$ cat config.mk
export PLATFORM = sky130hd
export DESIGN_NAME = sd_host_registers_flat
export DESIGN_NICKNAME = d
export VERILOG_FILES = /design/src/rtl/sd_host_registers_pkg.sv /design/src/rtl/sd_host_registers_if.sv /design/src/rtl/sd_host_registers.sv /design/src/flat_wrapper.sv
export SDC_FILE = /design/constraint.sdc
export NUM_CORES = 1
export LEC_CHECK = 0
export BUFFER_PORTS_ARGS = -buffer_cell sky130_fd_sc_hd__buf_2
export CAP_MARGIN = 20
export CELL_PAD_IN_SITES_DETAIL_PLACEMENT = 0
export CELL_PAD_IN_SITES_GLOBAL_PLACEMENT = 1
export CORE_ASPECT_RATIO = 1.1
export CORE_MARGIN = 2
export CORE_UTILIZATION = 35
export DETAILED_ROUTE_END_ITERATION = 12
export PLACE_DENSITY_LB_ADDON = 0.1
export SYNTH_ARGS = -nofsm -noshare
export SYNTH_HDL_FRONTEND = slang
export SYNTH_SLANG_ARGS = --single-unit
$ cat constraint.sdc
create_clock -name clock -period 12.2 [get_ports clock]
set_input_delay 0.61 -clock clock [delete_from_list [all_inputs] [get_ports clock]]
set_output_delay 0.61 -clock clock [all_outputs]
set_load 0.1 [all_outputs]
$ cat src/rtl/sd_host_registers_pkg.sv
// sd_host_registers_pkg
//   Shared definitions for the SD host register file and the Wishbone slave
//   in front of it: register word addresses, register widths and the
//   write-one-to-clear update used by the interrupt status registers.
package sd_host_registers_pkg;

  typedef enum logic [4:0] {
    REG_BLOCK_SIZE       = 5'h00,
    REG_BLOCK_COUNT      = 5'h01,
    REG_ARGUMENT         = 5'h02,
    REG_TRANSFER_MODE    = 5'h03,
    REG_COMMAND          = 5'h04,
    REG_RESPONSE         = 5'h05,
    REG_PRESENT_STATE    = 5'h06,
    REG_TIMEOUT_CONTROL  = 5'h07,
    REG_SOFTWARE_RESET   = 5'h08,
    REG_NORM_INT_STATUS  = 5'h09,
    REG_ERR_INT_STATUS   = 5'h0A
  } reg_addr_e;

  localparam int BLOCK_SIZE_W      = 12;
  localparam int BLOCK_COUNT_W     = 16;
  localparam int ARGUMENT_W        = 32;
  localparam int TRANSFER_MODE_W   = 16;
  localparam int COMMAND_W         = 16;
  localparam int RESPONSE_W        = 128;
  localparam int PRESENT_STATE_W   = 16;
  localparam int TIMEOUT_CONTROL_W = 16;
  localparam int SOFTWARE_RESET_W  = 3;
  localparam int INT_STATUS_W      = 16;

  // software_reset bit that returns the whole register file to reset values
  localparam int SWRST_ALL_BIT = 0;

  // Write-one-to-clear with set priority: a bit that is set and cleared in
  // the same cycle ends up set, so no event is ever lost.
  function automatic logic [INT_STATUS_W-1:0] w1c_next(
    input logic [INT_STATUS_W-1:0] status,
    input logic [INT_STATUS_W-1:0] clear_mask,
    input logic [INT_STATUS_W-1:0] set_in
  );
    return (status & ~clear_mask) | set_in;
  endfunction

endpackage

$ cat src/rtl/sd_host_registers_if.sv
// sd_host_registers_if
//   Register access bus between the Wishbone slave (master modport) and the
//   register file (slave modport).
//     adr_i        register word address
//     reg_write_en one-cycle write strobe
//     reg_read_en  one-cycle read strobe
//     data_i       write data (registers use the low bits)
//     data_o       read data, valid one cycle after reg_read_en
interface sd_host_registers_if #(
  parameter int DATA_W = 128,
  parameter int ADR_W  = 5
);
  logic [ADR_W-1:0]  adr_i;
  logic              reg_write_en;
  logic              reg_read_en;
  logic [DATA_W-1:0] data_i;
  logic [DATA_W-1:0] data_o;

  modport master (
    output adr_i, reg_write_en, reg_read_en, data_i,
    input  data_o
  );

  modport slave (
    input  adr_i, reg_write_en, reg_read_en, data_i,
    output data_o
  );
endinterface

$ cat src/rtl/sd_host_registers.sv
// sd_host_registers
//   Control/status register file of the SD host controller.
//   Ports:
//     clock, reset               system clock, asynchronous active-high reset
//     bus                        register access bus (slave side)
//     command_complete           one-cycle pulse from the command path
//     response_i                 command response, captured on command_complete
//     error/normal_interrupt_status_i  per-bit interrupt set pulses
//     block_size ... error_interrupt_status_o  register contents to the
//                                command and data paths
//   Reads return the addressed register zero-extended, one cycle after the
//   read strobe, and hold until the next read.
module sd_host_registers
  import sd_host_registers_pkg::*;
#(
  parameter int DATA_W = 128,
  parameter int ADR_W  = 5
) (
  input  logic                         clock,
  input  logic                         reset,
  sd_host_registers_if.slave           bus,
  input  logic                         command_complete,
  input  logic [DATA_W-1:0]            response_i,
  input  logic [INT_STATUS_W-1:0]      error_interrupt_status_i,
  input  logic [INT_STATUS_W-1:0]      normal_interrupt_status_i,
  output logic [BLOCK_SIZE_W-1:0]      block_size,
  output logic [BLOCK_COUNT_W-1:0]     block_count,
  output logic [ARGUMENT_W-1:0]        argument,
  output logic [TRANSFER_MODE_W-1:0]   transfer_mode,
  output logic [COMMAND_W-1:0]         command,
  output logic [PRESENT_STATE_W-1:0]   present_state,
  output logic [TIMEOUT_CONTROL_W-1:0] timeout_control,
  output logic [SOFTWARE_RESET_W-1:0]  software_reset,
  output logic [INT_STATUS_W-1:0]      error_interrupt_status_o
);

  logic [BLOCK_SIZE_W-1:0]      block_size_q,      block_size_d;
  logic [BLOCK_COUNT_W-1:0]     block_count_q,     block_count_d;
  logic [ARGUMENT_W-1:0]        argument_q,        argument_d;
  logic [TRANSFER_MODE_W-1:0]   transfer_mode_q,   transfer_mode_d;
  logic [COMMAND_W-1:0]         command_q,         command_d;
  logic [DATA_W-1:0]            response_q,        response_d;
  logic                         cmd_inhibit_q,     cmd_inhibit_d;
  logic [TIMEOUT_CONTROL_W-1:0] timeout_control_q, timeout_control_d;
  logic [SOFTWARE_RESET_W-1:0]  software_reset_q,  software_reset_d;
  logic [INT_STATUS_W-1:0]      norm_int_q,        norm_int_d;
  logic [INT_STATUS_W-1:0]      err_int_q,         err_int_d;
  logic [DATA_W-1:0]            data_o_q,          data_o_d;

  logic [DATA_W-1:0]            rd_data;

  // Only the low ARGUMENT_W bits of write data reach any register.
  logic unused_data_hi;
  assign unused_data_hi = ^bus.data_i[DATA_W-1:ARGUMENT_W];

  // Write strobes per register
  logic wr_block_size, wr_block_count, wr_argument, wr_transfer_mode;
  logic wr_command, wr_timeout_control, wr_software_reset;
  logic wr_norm_int, wr_err_int;

  assign wr_block_size      = bus.reg_write_en && (bus.adr_i == REG_BLOCK_SIZE);
  assign wr_block_count     = bus.reg_write_en && (bus.adr_i == REG_BLOCK_COUNT);
  assign wr_argument        = bus.reg_write_en && (bus.adr_i == REG_ARGUMENT);
  assign wr_transfer_mode   = bus.reg_write_en && (bus.adr_i == REG_TRANSFER_MODE);
  assign wr_command         = bus.reg_write_en && (bus.adr_i == REG_COMMAND);
  assign wr_timeout_control = bus.reg_write_en && (bus.adr_i == REG_TIMEOUT_CONTROL);
  assign wr_software_reset  = bus.reg_write_en && (bus.adr_i == REG_SOFTWARE_RESET);
  assign wr_norm_int        = bus.reg_write_en && (bus.adr_i == REG_NORM_INT_STATUS);
  assign wr_err_int         = bus.reg_write_en && (bus.adr_i == REG_ERR_INT_STATUS);

  // Read mux works on current register values, so a read that coincides
  // with a write to the same address returns the pre-write contents.
  always_comb begin
    rd_data = '0;
    case (bus.adr_i)
      REG_BLOCK_SIZE:      rd_data = DATA_W'(block_size_q);
      REG_BLOCK_COUNT:     rd_data = DATA_W'(block_count_q);
      REG_ARGUMENT:        rd_data = DATA_W'(argument_q);
      REG_TRANSFER_MODE:   rd_data = DATA_W'(transfer_mode_q);
      REG_COMMAND:         rd_data = DATA_W'(command_q);
      REG_RESPONSE:        rd_data = response_q;
      REG_PRESENT_STATE:   rd_data = DATA_W'(present_state);
      REG_TIMEOUT_CONTROL: rd_data = DATA_W'(timeout_control_q);
      REG_SOFTWARE_RESET:  rd_data = DATA_W'(software_reset_q);
      REG_NORM_INT_STATUS: rd_data = DATA_W'(norm_int_q);
      REG_ERR_INT_STATUS:  rd_data = DATA_W'(err_int_q);
      default:             rd_data = '0;
    endcase
  end

  always_comb begin
    block_size_d      = block_size_q;
    block_count_d     = block_count_q;
    argument_d        = argument_q;
    transfer_mode_d   = transfer_mode_q;
    command_d         = command_q;
    response_d        = response_q;
    cmd_inhibit_d     = cmd_inhibit_q;
    timeout_control_d = timeout_control_q;
    data_o_d          = data_o_q;

    if (wr_block_size)      block_size_d      = bus.data_i[BLOCK_SIZE_W-1:0];
    if (wr_block_count)     block_count_d     = bus.data_i[BLOCK_COUNT_W-1:0];
    if (wr_argument)        argument_d        = bus.data_i[ARGUMENT_W-1:0];
    if (wr_transfer_mode)   transfer_mode_d   = bus.data_i[TRANSFER_MODE_W-1:0];
    if (wr_command)         command_d         = bus.data_i[COMMAND_W-1:0];
    if (wr_timeout_control) timeout_control_d = bus.data_i[TIMEOUT_CONTROL_W-1:0];

    if (command_complete) response_d = response_i;

    // Issuing a new command outranks completion of the previous one: the
    // inhibit must stay up for the command just written.
    if (wr_command)            cmd_inhibit_d = 1'b1;
    else if (command_complete) cmd_inhibit_d = 1'b0;

    norm_int_d = w1c_next(norm_int_q,
                          wr_norm_int ? bus.data_i[INT_STATUS_W-1:0] : '0,
                          normal_interrupt_status_i |
                            {{(INT_STATUS_W-1){1'b0}}, command_complete});
    err_int_d  = w1c_next(err_int_q,
                          wr_err_int ? bus.data_i[INT_STATUS_W-1:0] : '0,
                          error_interrupt_status_i);

    if (bus.reg_read_en) data_o_d = rd_data;

    // Written bits live for exactly one cycle.
    software_reset_d = wr_software_reset ? bus.data_i[SOFTWARE_RESET_W-1:0] : '0;

    // Reset-all: the cycle after the bit is seen, everything except
    // software_reset itself behaves as if the reset port had fired.
    if (software_reset_q[SWRST_ALL_BIT]) begin
      block_size_d      = '0;
      block_count_d     = '0;
      argument_d        = '0;
      transfer_mode_d   = '0;
      command_d         = '0;
      response_d        = '0;
      cmd_inhibit_d     = 1'b0;
      timeout_control_d = '0;
      norm_int_d        = '0;
      err_int_d         = '0;
      data_o_d          = '0;
    end
  end

  always_ff @(posedge clock or posedge reset) begin
    if (reset) begin
      block_size_q      <= '0;
      block_count_q     <= '0;
      argument_q        <= '0;
      transfer_mode_q   <= '0;
      command_q         <= '0;
      response_q        <= '0;
      cmd_inhibit_q     <= 1'b0;
      timeout_control_q <= '0;
      software_reset_q  <= '0;
      norm_int_q        <= '0;
      err_int_q         <= '0;
      data_o_q          <= '0;
    end else begin
      block_size_q      <= block_size_d;
      block_count_q     <= block_count_d;
      argument_q        <= argument_d;
      transfer_mode_q   <= transfer_mode_d;
      command_q         <= command_d;
      response_q        <= response_d;
      cmd_inhibit_q     <= cmd_inhibit_d;
      timeout_control_q <= timeout_control_d;
      software_reset_q  <= software_reset_d;
      norm_int_q        <= norm_int_d;
      err_int_q         <= err_int_d;
      data_o_q          <= data_o_d;
    end
  end

  assign block_size               = block_size_q;
  assign block_count              = block_count_q;
  assign argument                 = argument_q;
  assign transfer_mode            = transfer_mode_q;
  assign command                  = command_q;
  assign present_state            = {{(PRESENT_STATE_W-1){1'b0}}, cmd_inhibit_q};
  assign timeout_control          = timeout_control_q;
  assign software_reset           = software_reset_q;
  assign error_interrupt_status_o = err_int_q;
  assign bus.data_o               = data_o_q;

endmodule

$ cat src/flat_wrapper.sv
// flat-port wrapper written by rule: the top's interface ports become plain ports
module sd_host_registers_flat import sd_host_registers_pkg::*;
#(
  parameter int DATA_W = 128,
  parameter int ADR_W  = 5
)
  (clock, reset, command_complete, response_i, error_interrupt_status_i, normal_interrupt_status_i, block_size, block_count, argument, transfer_mode, command, present_state, timeout_control, software_reset, error_interrupt_status_o, bus_adr_i, bus_reg_write_en, bus_reg_read_en, bus_data_i, bus_data_o);
  sd_host_registers_if #(.DATA_W(DATA_W), .ADR_W(ADR_W)) bus_i ();
  input  logic clock;
  input  logic reset;
  input  logic command_complete;
  input  logic [DATA_W-1:0] response_i;
  input  logic [INT_STATUS_W-1:0] error_interrupt_status_i;
  input  logic [INT_STATUS_W-1:0] normal_interrupt_status_i;
  output logic [BLOCK_SIZE_W-1:0] block_size;
  output logic [BLOCK_COUNT_W-1:0] block_count;
  output logic [ARGUMENT_W-1:0] argument;
  output logic [TRANSFER_MODE_W-1:0] transfer_mode;
  output logic [COMMAND_W-1:0] command;
  output logic [PRESENT_STATE_W-1:0] present_state;
  output logic [TIMEOUT_CONTROL_W-1:0] timeout_control;
  output logic [SOFTWARE_RESET_W-1:0] software_reset;
  output logic [INT_STATUS_W-1:0] error_interrupt_status_o;
  input wire logic [$bits(bus_i.adr_i)-1:0] bus_adr_i;
  input wire logic [$bits(bus_i.reg_write_en)-1:0] bus_reg_write_en;
  input wire logic [$bits(bus_i.reg_read_en)-1:0] bus_reg_read_en;
  input wire logic [$bits(bus_i.data_i)-1:0] bus_data_i;
  output wire logic [$bits(bus_i.data_o)-1:0] bus_data_o;
  assign bus_i.adr_i = bus_adr_i;
  assign bus_i.reg_write_en = bus_reg_write_en;
  assign bus_i.reg_read_en = bus_reg_read_en;
  assign bus_i.data_i = bus_data_i;
  assign bus_data_o = bus_i.data_o;
  sd_host_registers #(.DATA_W(DATA_W), .ADR_W(ADR_W)) u_core (.clock(clock), .reset(reset), .bus(bus_i), .command_complete(command_complete), .response_i(response_i), .error_interrupt_status_i(error_interrupt_status_i), .normal_interrupt_status_i(normal_interrupt_status_i), .block_size(block_size), .block_count(block_count), .argument(argument), .transfer_mode(transfer_mode), .command(command), .present_state(present_state), .timeout_control(timeout_control), .software_reset(software_reset), .error_interrupt_status_o(error_interrupt_status_o));
endmodule
* Yosys cells after proc, flatten, opt, wreduce, memory -nomap -nowiden
Cells that the tools add are included.
** Storage, ports and cells
- Flip-flop bits (word level) :: 400
- Latch bits :: 0
- Memory bits (writable) :: 0
- Memory bits (read-only) :: 0
- Input bits :: 298
- Output and inout bits :: 271
- Memories kept :: 0
** Operators by class
- Add/sub/neg operators :: 0
- $mul :: 0
- Div/mod/pow operators :: 0
- Magnitude comparators :: 0
- Eq/ne operators :: 10
- Shifts and indexed selects :: 0
- Muxes and demuxes :: 25
- Bitwise operators :: 7
- Reduce and logical (&&, ||, !) cells :: 19
** Operators by type and width (count)
- $pmux W128 S11 :: 1
- $mux W128 :: 4
- $mux W16 :: 12
- $mux W32 :: 2
- $and A16 B16 Y16 :: 2
- $not A16 Y16 :: 2
- $or A16 B16 Y16 :: 2
- $mux W12 :: 2
- $eq A5 B3 Y1 const B :: 4
- $or A16 B1 Y16 :: 1
- $reduce_bool A2 Y1 :: 8
- $eq A5 B4 Y1 const B :: 3
- $eq A5 B2 Y1 const B :: 2
- $logic_and A1 B1 Y1 :: 9
- $eq A5 B1 Y1 const B :: 1
- $logic_not A5 Y1 :: 1
- $mux W1 :: 3
- $mux W3 :: 1
- $reduce_bool A3 Y1 :: 1

* Longest topological paths before layout
- Depth in word-level cells :: 7
- Depth in mapped cells :: 8
- Gate-level depth less buffers :: 5

* Worst setup path after synthesis
Ideal clock, no wire load.
- Path type :: in2reg
- Start point :: input port bus_adr_i[3]
- End point :: register u_core.argument_q[0], in the netlist u_core.argument[0]
- Library setup time :: 0.136 ns
- Arrival time :: 1.989 ns
- Required time :: 12.064 ns
- Slack :: 10.075 ns
- Stages on the path :: 8
- Path through :: buf_2 or4b_1 buf_2 nor2_8 nand2_1 buf_2 nand2_1 a21oi_1
** Between the ends
- Longest elaborated chain between the ends :: 3
** RTL lines
- start, declared :: RTL line flat_wrapper.sv:24 : input wire logic [$bits(bus_i.adr_i)-1:0] bus_adr_i;
- $eq A5 B2 Y1 :: RTL line sd_host_registers.sv:63 : assign wr_argument = bus.reg_write_en && (bus.adr_i == REG_ARGUMENT);
- $logic_and A1 B1 Y1 :: RTL line sd_host_registers.sv:63
- $reduce_bool A2 Y1 (no line)
- end signal, assigned :: RTL line sd_host_registers.sv:163 : argument_q <= argument_d;
- end, declared :: RTL line sd_host_registers.sv:39 : logic [ARGUMENT_W-1:0] argument_q, argument_d;
No other way between the ends.
A chain may end at the register's enable or synchronous reset.

* Final worst setup path
- Start point :: register u_core.software_reset_q[0], in the netlist u_core.software_reset[0]
- End point :: output port software_reset[0]
** RTL lines
- start, declared :: RTL line sd_host_registers.sv:45 : logic [SOFTWARE_RESET_W-1:0] software_reset_q, software_reset_d;
- start signal, assigned :: RTL line sd_host_registers.sv:169 : software_reset_q <= software_reset_d;
- end, declared :: RTL line flat_wrapper.sv:22 : output logic [SOFTWARE_RESET_W-1:0] software_reset;
No word-level cell between the ends.

==> flow_metrics.tcl <==
set metrics [dict create \
    cts_hold_buf 0 \
    yosys_warnings 0 \
    critPathTopFamily "buffers and inverters" \
    clock_path_buffers 3 \
    hp-class "in2async" \
    synthCells 1511 \
    cap_violations 0 \
    post_cts_resized 0 \
    cts.sinks 400 \
    cp.buffers_inverters 2 \
    crit_path_cell_trace "buf_4, buf_2" \
    grt_pass1_vias 13400 \
    routed_via_density 5.24 \
    ios 569 \
    maxSlewViolCount 0 \
    finalHoldViolations 0 \
    setup_viol 0 \
    cts_post_setup_buffers_inserted 0 \
    synthAdderAreaFrac_pct 0 \
    arrival_ps 2590 \
    final_nets 2206 \
    core_area_um2 46700 \
    vias 13300 \
    cts_tree "built" \
    grt_first_pass_wirelength_um 90300 \
    cp_slowest_cell "buf_4" \
    outcome "finished, final reports clean" \
    dr.pass1.iters 4 \
    grt_use_total_pct 24.7 \
    avgSynthCellArea_um2 11.0 \
    wl_per_cell_um 24.3 \
    dp_hpwl_um 40700 \
    area_delta_synth_final_pct 25.3 \
    post-route-min-period_ps 3200 \
    path_class "reg2out" \
    clk_latency_ps 580 \
    ys_ff_latch 400 \
    fillers 4572 \
    grt_max_degree 151 \
    synth_top_family_by_area "compound AO/OA/AOI/OAI gates" \
    cp-start-kind "register" \
    finalPower_mw 3.84 \
    drt_first_iter_violations 1086 \
    ir_drop_mv 0.112 \
    syn_area_um2 16600 \
    setup_tns_ps 0 \
    synth_ff_type "dfrtp_1" \
    io_buffers 457 \
    slew_headroom_pct 27.6 \
    drive_above_1_share_pct 28.9 \
    cts-buffers-inserted 46 \
    layout_commonest_cell "buf_2" \
    cts_htree_levels 2 \
    synth_cell_types 50 \
    grt_overflow 0 \
    yosys.area_share.simple_pct 11.8 \
    die_w_um 211 \
    synth_compound_area_share_pct 15.0 \
    tightest_slew_ps 1090 \
    fp.dieArea_um2 49100 \
    die_h_um 232 \
    final_cell_mix "456 x buf_2, 399 x dfrtp_1, 251 x nand2_1" \
    max_clock_freq_mhz 313 \
    synth_xor_area_share_pct 0 \
    start_util_pct 35.5 \
    drt_wl_total_um 61600 \
    drc 0 \
    num_rows 83 \
    power-per-cell-area_nw_per_um2 185 \
    synth.area.mux_share_pct 8.61 \
    root_buffer "clkbuf_16" \
    path_clk_slew_ps 60 \
    worstSetupEndpointType "output pin" \
    max_stage_delay_ps 720 \
    crit_fanout 71 \
    yosysSeqAreaShare_pct 60.4 \
    p_leak_nw 10.5 \
    synth_edf_count 0 \
    clock_skew_ps 13.3 \
    async_flop_share_pct 100 \
    rsz0062_at_grt "false" \
    required_ps 11590 \
    antenna_found_initial 9 \
    gp_congestion 0.832 \
    ant_nets 0 \
    final_min_period_over_clock_period_pct 26.2 \
]
## registers in the layout, indices dropped and copies added, names as in the netlist
name,flops
u_core.cmd_inhibit_q,1
u_core.norm_int_q,16
u_core.block_size,12
u_core.transfer_mode,16
u_core.argument,32
u_core.block_count,16
u_core.software_reset,3
u_core.command,16
u_core.error_interrupt_status_o,16
u_core.response_q,128
u_core.timeout_control,16
u_core.bus.data_o,128
## through the flow
step                      instances  cell area, um^2  setup slack, ps  util (%)  hold slack, ps
after floorplan                1525            16600              466         -             465
after global placement         2452            19100             8340      41.0             457
after detailed placement       2453            19200             8500      41.0             461
after CTS                      2535            20700             8930      44.3             217
after global routing           2539            20800             8900      44.4             246
final                          2542            20800             9000      44.4             245
## final timing paths
kind | from | to | slack [ps] | depth (start not counted)
setup / recovery | u_core.software_reset[0] | software_reset[0] | 9000 | 2
hold / removal | reset | u_core.bus.data_o[36] | 250 | 2
setup reg to reg | u_core.software_reset[0] | u_core.bus.data_o[57] | 9440 | 5
hold reg to reg | u_core.bus.data_o[6] | u_core.bus.data_o[6] | 470 | 1
max in group asynchronous | reset | u_core.bus.data_o[109] | 10440 | 3
min in group clock | error_interrupt_status_i[5] | u_core.error_interrupt_status_o[5] | 250 | 3
## layout make-up
cell class | count | area [um^2] | area share (%)
Sequential cell | 400 | 10000 | 48.2
Multi-Input combinational cell | 982 | 5950 | 28.6
Timing Repair Buffer | 476 | 2470 | 11.9
Clock buffer | 74 | 1460 | 7.03
Tap cell | 595 | 744 | 3.59
Clock inverter | 8 | 96.3 | 0.464
Inverter | 2 | 15.0 | 0.0723
Antenna cell | 5 | 12.5 | 0.0603
## kinds of logic (layout without fill, tap and decap cells)
kind of cell,count (synthesis),in the layout
compound gates,358,358
buf+inv,143,560
other cells,1,20
simple gates,468,468
mux,141,141
flops,400,400
## synthesized netlist by cell type (all sizes together), types with 2 or more instances
cell       n  area [um^2]
a2bb2oi    2         17.5
nor3       5         52.6
a222oi     3         30.0
mux2i    138         1380
a21oi    131          656
a41oi      2         17.5
nor4b      2         17.5
nor3b      2         15.0
and2       6         37.5
o21ai     16         80.1
buf       77          445
nand2b     4         25.0
a31oi     10         62.6
o221ai     2         17.5
clkbuf    64          240
dfrtp    400        10000
a22o     116         1020
nand2    251          942
mux2       2         22.5
and3      23          144
a21o      11         82.6
nor2     168          657
a2111oi    4         35.0
a22oi     46          345
a32oi      2         17.5
a221oi     8         70.1
inv        2         7.51
## routing by layer
metal / track usage [%] / part of all wire, %
met5: 0 / 0.073
met4: 9.33 / 3.1
met3: 6.72 / 7.4
met2: 38.8 / 47
met1: 32.7 / 43
## where the power goes
part	internal, mW	switching (mW)
sequential	1.44	0.0856
clock	0.858	0.563
combinational	0.152	0.743
## worst reg2reg max path: stages (launching register included)
cell and delay (ps):
dfrtp_4 650, nor2_1 240, o211ai_4 120, nor3_4 560
buf_4 810, a22o_1 300
(Power assumes the default switching activity.)
